### config.mk
export PLATFORM = sky130hd
export DESIGN_NAME = gemm_tile_sched
export DESIGN_NICKNAME = d
export VERILOG_FILES = /design/src/rtl/gemm_pkg.sv /design/src/rtl/gemm_tile_iter.sv /design/src/rtl/gemm_tile_sched.sv
export SDC_FILE = /design/constraint.sdc
export NUM_CORES = 1
export LEC_CHECK = 0
export CORE_ASPECT_RATIO = 1.75
export CORE_MARGIN = 2
export CORE_UTILIZATION = 50
export DETAILED_ROUTE_END_ITERATION = 10
export GPL_TIMING_DRIVEN = 0
export PLACE_DENSITY = 0.81
export SLEW_MARGIN = 5
export SYNTH_ARGS = -nofsm -noshare
export SYNTH_HDL_FRONTEND = slang
export SYNTH_SLANG_ARGS = --single-unit
### constraint.sdc
create_clock -name clk -period 6.84 [get_ports clk]
set_input_delay 1.026 -clock clk [delete_from_list [all_inputs] [get_ports clk]]
set_output_delay 1.026 -clock clk [all_outputs]
set_load 0.1 [all_outputs]
### src/rtl/gemm_pkg.sv
// ============================================================================
// Module   : gemm_pkg
// Purpose  : Shared types and constants for the GEMM tile scheduler.
// Revision : 1.0 - initial release
// ============================================================================
`default_nettype none

package gemm_pkg;

    localparam int unsigned TILE_DEFAULT = 8;
    localparam int unsigned DIM_W        = 16;

    typedef enum logic [1:0] {
        OS = 2'd0,
        WS = 2'd1
    } dataflow_e;

    typedef enum logic [1:0] {
        INT8  = 2'd0,
        INT16 = 2'd1
    } fmt_e;

    typedef enum logic [1:0] {
        IDLE  = 2'd0,
        ISSUE = 2'd1,
        DRAIN = 2'd2
    } state_e;

    // Extent of a tile starting at org along a dimension of size dim.
    function automatic logic [DIM_W-1:0] clip_len(input logic [DIM_W-1:0] dim,
                                                  input logic [DIM_W-1:0] org,
                                                  input logic [DIM_W-1:0] tile);
        logic [DIM_W-1:0] rem;
        rem = dim - org;
        return (rem < tile) ? rem : tile;
    endfunction

endpackage

`default_nettype wire

### src/rtl/gemm_tile_iter.sv
// ============================================================================
// Module   : gemm_tile_iter
// Purpose  : Three-level tile origin/extent iterator (m,n,k or n,k,m order).
// Revision : 1.0 - initial release
// ============================================================================
`default_nettype none

module gemm_tile_iter
    import gemm_pkg::*;
#(
    parameter int TILE = TILE_DEFAULT
) (
    input  logic                   clk,
    input  logic                   rst_n,
    input  logic                   load,
    input  logic                   advance,
    input  logic                   n_outer,
    input  logic [DIM_W-1:0]       dim_m,
    input  logic [DIM_W-1:0]       dim_n,
    input  logic [DIM_W-1:0]       dim_k,
    output logic [DIM_W-1:0]       m0,
    output logic [DIM_W-1:0]       n0,
    output logic [DIM_W-1:0]       k0,
    output logic [$clog2(TILE):0]  mlen,
    output logic [$clog2(TILE):0]  nlen,
    output logic [$clog2(TILE):0]  klen,
    output logic                   last
);

    localparam int               LW     = $clog2(TILE) + 1;
    localparam logic [DIM_W-1:0] TILE_D = DIM_W'(TILE);

    logic [DIM_W-1:0] m0_q, m0_d, n0_q, n0_d, k0_q, k0_d;
    logic             m_last, n_last, k_last;

    // 17-bit sums so an origin near 64K cannot wrap and look "not last".
    assign m_last = ({1'b0, m0_q} + 17'(TILE)) >= {1'b0, dim_m};
    assign n_last = ({1'b0, n0_q} + 17'(TILE)) >= {1'b0, dim_n};
    assign k_last = ({1'b0, k0_q} + 17'(TILE)) >= {1'b0, dim_k};

    always_comb begin
        m0_d = m0_q;
        n0_d = n0_q;
        k0_d = k0_q;
        if (load) begin
            m0_d = '0;
            n0_d = '0;
            k0_d = '0;
        end else if (advance) begin
            if (n_outer) begin
                if (!m_last) begin
                    m0_d = m0_q + TILE_D;
                end else begin
                    m0_d = '0;
                    if (!k_last) begin
                        k0_d = k0_q + TILE_D;
                    end else begin
                        k0_d = '0;
                        n0_d = n0_q + TILE_D;
                    end
                end
            end else begin
                if (!k_last) begin
                    k0_d = k0_q + TILE_D;
                end else begin
                    k0_d = '0;
                    if (!n_last) begin
                        n0_d = n0_q + TILE_D;
                    end else begin
                        n0_d = '0;
                        m0_d = m0_q + TILE_D;
                    end
                end
            end
        end
    end

    always_ff @(posedge clk) begin
        if (!rst_n) begin
            m0_q <= '0;
            n0_q <= '0;
            k0_q <= '0;
        end else begin
            m0_q <= m0_d;
            n0_q <= n0_d;
            k0_q <= k0_d;
        end
    end

    assign m0   = m0_q;
    assign n0   = n0_q;
    assign k0   = k0_q;
    assign mlen = LW'(clip_len(dim_m, m0_q, TILE_D));
    assign nlen = LW'(clip_len(dim_n, n0_q, TILE_D));
    assign klen = LW'(clip_len(dim_k, k0_q, TILE_D));
    assign last = m_last && n_last && k_last;

endmodule

`default_nettype wire

### src/rtl/gemm_tile_sched.sv
// ============================================================================
// Module   : gemm_tile_sched
// Purpose  : GEMM job scheduler issuing tile commands with outstanding limit.
//            Define GEMM_SCHED_PERF_EN to build the performance counters.
// Revision : 1.0 - initial release
// ============================================================================
`default_nettype none

module gemm_tile_sched
    import gemm_pkg::*;
#(
    parameter int TILE    = TILE_DEFAULT,
    parameter int MAX_OUT = 4
) (
    input  logic                   clk,
    input  logic                   rst_n,
    input  logic                   start,
    input  logic [15:0]            m,
    input  logic [15:0]            n,
    input  logic [15:0]            k,
    input  logic [1:0]             dataflow,
    input  logic [1:0]             fmt,
    output logic                   busy,
    output logic                   done,
    output logic                   cmd_valid,
    input  logic                   cmd_ready,
    output logic [15:0]            cmd_m0,
    output logic [15:0]            cmd_n0,
    output logic [15:0]            cmd_k0,
    output logic [$clog2(TILE):0]  cmd_mlen,
    output logic [$clog2(TILE):0]  cmd_nlen,
    output logic [$clog2(TILE):0]  cmd_klen,
    output logic                   cmd_first_k,
    output logic                   cmd_last_k,
    output logic [1:0]             cmd_fmt,
    input  logic                   tile_done,
    output logic [31:0]            cycles,
    output logic [31:0]            active,
    output logic [31:0]            stalls
);

    localparam int LW = $clog2(TILE) + 1;

    state_e      state_q, state_d;
    logic [15:0] m_q, m_d, n_q, n_d, k_q, k_d;
    logic [1:0]  df_q, df_d, fmt_q, fmt_d;
    logic        done_q, done_d;
    logic [3:0]  out_q, out_d;
    logic        load, hs, td_eff, issue;

    logic [15:0]   it_m0, it_n0, it_k0;
    logic [LW-1:0] it_mlen, it_nlen, it_klen;
    logic          it_last;

    gemm_tile_iter #(.TILE(TILE)) u_iter (
        .clk     (clk),
        .rst_n   (rst_n),
        .load    (load),
        .advance (hs),
        .n_outer (df_q == 2'(WS)),
        .dim_m   (m_q),
        .dim_n   (n_q),
        .dim_k   (k_q),
        .m0      (it_m0),
        .n0      (it_n0),
        .k0      (it_k0),
        .mlen    (it_mlen),
        .nlen    (it_nlen),
        .klen    (it_klen),
        .last    (it_last)
    );

    always_comb begin
        state_d = state_q;
        m_d     = m_q;
        n_d     = n_q;
        k_d     = k_q;
        df_d    = df_q;
        fmt_d   = fmt_q;
        done_d  = done_q;
        load    = 1'b0;

        issue     = (state_q == ISSUE);
        cmd_valid = issue && (out_q < 4'(MAX_OUT));
        hs        = cmd_valid && cmd_ready;
        td_eff    = tile_done && (out_q != '0);

        // A handshake and a retirement in the same cycle cancel out.
        out_d = out_q;
        if (hs && !td_eff) begin
            out_d = out_q + 4'd1;
        end else if (!hs && td_eff) begin
            out_d = out_q - 4'd1;
        end

        case (state_q)
            IDLE: begin
                if (start) begin
                    if (m != '0 && n != '0 && k != '0) begin
                        m_d     = m;
                        n_d     = n;
                        k_d     = k;
                        df_d    = dataflow;
                        fmt_d   = fmt;
                        done_d  = 1'b0;
                        load    = 1'b1;
                        state_d = ISSUE;
                    end else begin
                        done_d = 1'b1;
                    end
                end
            end
            ISSUE: begin
                if (hs && it_last) begin
                    state_d = DRAIN;
                end
            end
            DRAIN: begin
                if (out_d == '0) begin
                    state_d = IDLE;
                    done_d  = 1'b1;
                end
            end
            default: state_d = IDLE;
        endcase

        // Payload is forced to zero outside ISSUE so reset/idle show a clean bus.
        cmd_m0      = issue ? it_m0   : '0;
        cmd_n0      = issue ? it_n0   : '0;
        cmd_k0      = issue ? it_k0   : '0;
        cmd_mlen    = issue ? it_mlen : '0;
        cmd_nlen    = issue ? it_nlen : '0;
        cmd_klen    = issue ? it_klen : '0;
        cmd_first_k = issue && (it_k0 == '0);
        cmd_last_k  = issue && (({1'b0, it_k0} + 17'(it_klen)) == {1'b0, k_q});
        cmd_fmt     = issue ? fmt_q : '0;
    end

    always_ff @(posedge clk) begin
        if (!rst_n) begin
            state_q <= IDLE;
            m_q     <= '0;
            n_q     <= '0;
            k_q     <= '0;
            df_q    <= '0;
            fmt_q   <= '0;
            done_q  <= 1'b0;
            out_q   <= '0;
        end else begin
            state_q <= state_d;
            m_q     <= m_d;
            n_q     <= n_d;
            k_q     <= k_d;
            df_q    <= df_d;
            fmt_q   <= fmt_d;
            done_q  <= done_d;
            out_q   <= out_d;
        end
    end

    assign busy = (state_q != IDLE);
    assign done = done_q;

`ifdef GEMM_SCHED_PERF_EN
    logic [31:0] cycles_q, cycles_d, active_q, active_d, stalls_q, stalls_d;
    logic        cnt_clr;

    always_comb begin
        cnt_clr  = (state_q == IDLE) && start;
        cycles_d = cycles_q;
        active_d = active_q;
        stalls_d = stalls_q;
        if (cnt_clr) begin
            cycles_d = '0;
            active_d = '0;
            stalls_d = '0;
        end else begin
            if (busy && cycles_q != '1)                  cycles_d = cycles_q + 32'd1;
            if (out_q != '0 && active_q != '1)           active_d = active_q + 32'd1;
            if (cmd_valid && !cmd_ready && stalls_q != '1) stalls_d = stalls_q + 32'd1;
        end
    end

    always_ff @(posedge clk) begin
        if (!rst_n) begin
            cycles_q <= '0;
            active_q <= '0;
            stalls_q <= '0;
        end else begin
            cycles_q <= cycles_d;
            active_q <= active_d;
            stalls_q <= stalls_d;
        end
    end

    assign cycles = cycles_q;
    assign active = active_q;
    assign stalls = stalls_q;
`else
    assign cycles = '0;
    assign active = '0;
    assign stalls = '0;
`endif

endmodule

`default_nettype wire

==> results summary <==
The flow ran to the end, and the final reports show no timing, DRC or antenna violations. The slack of the worst reg-to-reg path is 2020 ps. Timing analysis after detailed placement gives a worst setup slack of -428 ps. Counting both buffers and inverters, the worst setup path holds a total of 4. The final-report max-slew violation count came to 0. Setup violations remaining at the end of the flow were counted as 0.

The data arrival time at the worst-slack endpoint is 5630 ps. The die outline height is 182 um. The first-iteration detailed-routing DRC count came out at 446. The number of clock sinks came out at 98. The final instance count without filler cells came out at 1658. Ranked by total cell area, the synthesized netlist is headed by sky130_fd_sc_hd__dfxtp_1 (22%), sky130_fd_sc_hd__ha_1 (12%), sky130_fd_sc_hd__buf_4 (8.7%), sky130_fd_sc_hd__nor2_1 (6.6%), sky130_fd_sc_hd__mux2i_1 (6.3%). The clock latency reported for the late side of the worst-skew pair is 360 ps. In the synthesized netlist the async set-or-reset flop fraction comes to 0.

The total instance count after detailed placement came out at 1642. The worst setup path is launched from a register. The wire length of the first global-routing pass came out at 42400 um.

In the final layout, the share of cells above drive strength 1 is 0.110. The post-detailed-placement half-perimeter wirelength came out at 22600 um. The worst supply voltage drop on vdd came out at 0.000111 V. Across every metal layer, demand over resource in global routing totals 0.279.

The root cell of the clock tree is sky130_fd_sc_hd__clkbuf_16. The startpoint identified for the worst hold timing path is done. The H-tree was split into 3 levels. The final setup slack of the worst path is 189 ps. Setup repair after global routing left no endpoint under its margin. The instance count along the most critical hold path is 2. Buffers inserted to repair hold after CTS numbered 0.

The worst register-to-register path ends at u_iter.n0[10]. Headroom to the max-slew limit came out at 0.309. The final layout net count came out at 1564. The total wirelength of the detailed-routed design is 27500 um. In the synthesized netlist, the cells that appear most often are sky130_fd_sc_hd__nor2_1 (158), sky130_fd_sc_hd__buf_4 (105), sky130_fd_sc_hd__dfxtp_1 (98). The synthesized instance count came out at 1187. The class of the tightest hold or removal check is register to register.

Before antenna repair, the detailed router went through 6 iterations. The share of the Yosys chip area taken by registers is 0.217. The clock-pin slew on the worst setup and hold paths is 70 ps. The overall overflow remaining after global route is 0. Tracing the worst setup path back leads to its startpoint at u_iter.k0[11].

The number of buffers on the longest clock path is 2. Data on the critical path is required at its endpoint by 5810 ps. The core region is 0.0179 sq mm.

The repair_antennas step left the layout with diodes totalling 0. For this design, the slowest cell found on the critical path is sky130_fd_sc_hd__dfxtp_1. The via-per-instance ratio is 5.38. The max-cap check violation count came out at 0.

Entering global routing, the biggest net connects 16 pins. The largest fanout on the critical path is 10. The number of cells traversed by the worst register-to-register path came out at 17. In this run, synthesis inferred 0 flip-flops with an integrated enable.

The layout filler cell count is 1648. The shortest period the worst path allows came out at 6650 ps. The count of nets left with antenna violations after detail routing is 0.

The final weighted congestion of routability-driven global placement came out at 0.976. The number of clock buffers added by TritonCTS is 9. The boundary pin count came out at 220.

The share of the cycle needed by the critical path after routing is 0.972. The distinct cell type count after synthesis came out at 75. The effective utilization at floorplan came out at 0.506. At the pin with the least slew margin, the transition time is 1030 ps. The floorplan has 65 rows. The share of the synthesized area in the top cell type came out at 0.217. The mapped netlist covers 0.00904 sq mm. The signal on the critical path passes through clkinv_1 -> ha_1 -> buf_2 -> nor2b_1 -> nor4_2 -> o211ai_1 -> a211o_1 -> nor3_1 -> and4_1 -> buf_2 -> nor2_1 -> ha_1 -> xnor2_1 -> and3_1 -> nand4_1 -> a2111oi_2 -> o211ai_1 -> a2111oi_2 -> clkbuf_8. The predominant post-synthesis flop cell is sky130_fd_sc_hd__dfxtp_1. The upper clock frequency limit is 0.150 GHz. In this run the power density over the cells is 189 mW/mm^2.

The most critical setup path has its endpoint at cmd_last_k. The number of antenna violations at the first check in global routing came to 0. The horizontal die dimension is 106 um. The via count of the routed design is 8924.

After detailed routing, the average wire length per cell comes to 16.6 um. The die footprint is 0.0192 sq mm. TritonCTS built the clock tree. The placed cell area came out at 0.0109 sq mm. The static power due to leakage is 5.00 nW. The number of storage elements in the synthesis netlist came out at 98. The worst setup path is captured at a primary output. Counting buffers and inverters, the worst setup path is 19 cells deep. The number of DRC violations after detailed routing is 0. Yosys instantiated no cell more often than sky130_fd_sc_hd__nor2_1. The via count of the first global-routing pass came out at 8631.

The worst flop-to-flop path startpoint is u_iter.n0[3]. The summed area of non-filler cells in the final layout is 0.0112 sq mm. By startpoint and endpoint, the worst setup path is classified as register to primary output. The largest clock skew in the final design is 12.7 ps. The gate family responsible for the most delay along the worst path is simple AND/OR/NAND/NOR gates. The area growth from synthesis to layout came out at 24.0%.

Of all cell types, the one taking the most synthesized area is sky130_fd_sc_hd__dfxtp_1. During synthesis, Yosys emitted a total of 0 warnings. On the worst path, the slowest cell contributes a delay of 420 ps. The final-report hold violation count is 0. Input and output buffers added on the ports amount to 114. The sum of negative setup slack is 0 ps. The average cell area after synthesis is 7.62 sq um.
## registers in the layout (all words and copies together), names as in the netlist
register / flops
state_q: 2
u_iter.m0: 13
done: 1
fmt_q: 2
k_q: 16
df_q: 2
out_q: 4
u_iter.k0: 13
u_iter.n0: 13
n_q: 16
m_q: 16
## worst min-delay path, delay by kind of cell, from the launching register on
| kind | cells | cell delay, ps |
|---|---|---|
| and+or+nand+nor | 1 | 50 |
| DFF | 1 | 310 |
| AOI/OAI and AO/OA | 1 | 50 |
## area by class of cell
cell class | instances | area (sq um) | share of cell area
Multi-Input combinational cell | 955 | 6190 | 0.552
Inverter | 96 | 360 | 0.0321
Clock buffer | 11 | 253 | 0.0225
Sequential cell | 98 | 1960 | 0.175
Clock inverter | 4 | 51.3 | 0.00458
Buffer | 145 | 953 | 0.0850
Tap cell | 234 | 293 | 0.0261
Timing Repair Buffer | 115 | 1150 | 0.103
## kinds of logic (layout without fill, tap and decap cells)
logic type                 Yosys count  after routing  share of synthesized area
and+or+nand+nor                    413            413                      0.225
DFF                                 98             98                      0.217
xor gates and xnor gates            72             72                     0.0697
buffers and inverters              241            371                      0.145
other                                2            109                   0.000830
adders and majority gates           87             87                      0.121
muxes                               57             57                     0.0631
AOI/OAI and AO/OA                  217            217                      0.158
## power by group
part | leakage [nW] | internal [W] | total, W | switching [W]
Sequential | 0.799 | 0.000605 | 0.000645 | 0.0000406
Combinational | 4.06 | 0.000296 | 0.000940 | 0.000644
Clock | 0.148 | 0.000302 | 0.000534 | 0.000232
## metal layers
| metal | global-route usage | up-vias | share of wire | routed length [um] |
|---|---|---|---|---|
| li1 | - | 4379 | - | - |
| met5 | 0 | - | 0 | 0 |
| met3 | 0.0384 | 101 | 0.054 | 1480 |
| met4 | 0.194 | 0 | 0.072 | 1980 |
| met2 | 0.536 | 348 | 0.52 | 14400 |
| met1 | 0.265 | 4096 | 0.35 | 9660 |
## metrics by stage
step,power [W],hold WS [ps],utilization
finish,0.00212,459,0.627
global route,0.00222,485,0.627
CTS,0.00211,459,0.625
detailed placement,0.00158,449,0.608
global placement,0.00157,442,0.608
floorplan,0.00140,437,-
## cell usage in the layout (no fill, tap or decap), types with 11 or more instances in the layout
cell type / count
sky130_fd_sc_hd__xnor2_1: 52
sky130_fd_sc_hd__buf_4: 106
sky130_fd_sc_hd__a21o_1: 19
sky130_fd_sc_hd__nand4_1: 15
sky130_fd_sc_hd__nor3_1: 32
sky130_fd_sc_hd__nor2_1: 158
sky130_fd_sc_hd__o21ai_0: 65
sky130_fd_sc_hd__clkbuf_1: 24
sky130_fd_sc_hd__nand2_1: 57
sky130_fd_sc_hd__nor4_1: 23
sky130_fd_sc_hd__and2_1: 12
sky130_fd_sc_hd__buf_2: 12
sky130_fd_sc_hd__nand2b_1: 11
sky130_fd_sc_hd__inv_1: 93
sky130_fd_sc_hd__xor2_1: 20
sky130_fd_sc_hd__a21oi_1: 45
sky130_fd_sc_hd__o31ai_1: 11
sky130_fd_sc_hd__or3_1: 18
sky130_fd_sc_hd__mux2i_1: 57
sky130_fd_sc_hd__ha_1: 86
sky130_fd_sc_hd__clkdlybuf4s50_1: 113
sky130_fd_sc_hd__nand3_1: 36
sky130_fd_sc_hd__dfxtp_1: 98
sky130_fd_sc_hd__nor2b_1: 12
sky130_fd_sc_hd__conb_1: 109
## timing repair
action | 4_1_cts | 5_1_grt
pin swaps | 0 | 1
setup buffers | 0 | 1
gates cloned | 0 | 0
setup endpoints to repair | 1 | 1
gates resized for setup | 7 | 8
## how the worst min path moves through the flow
stage / endpoint / slack [ps]
finish: done / 460
global route: done / 490
floorplan: u_iter.n0[11] / 440
detailed placement: done / 450
CTS: done / 460
global placement: done / 440
No activity file was read; power rests on OpenSTA's default activity.
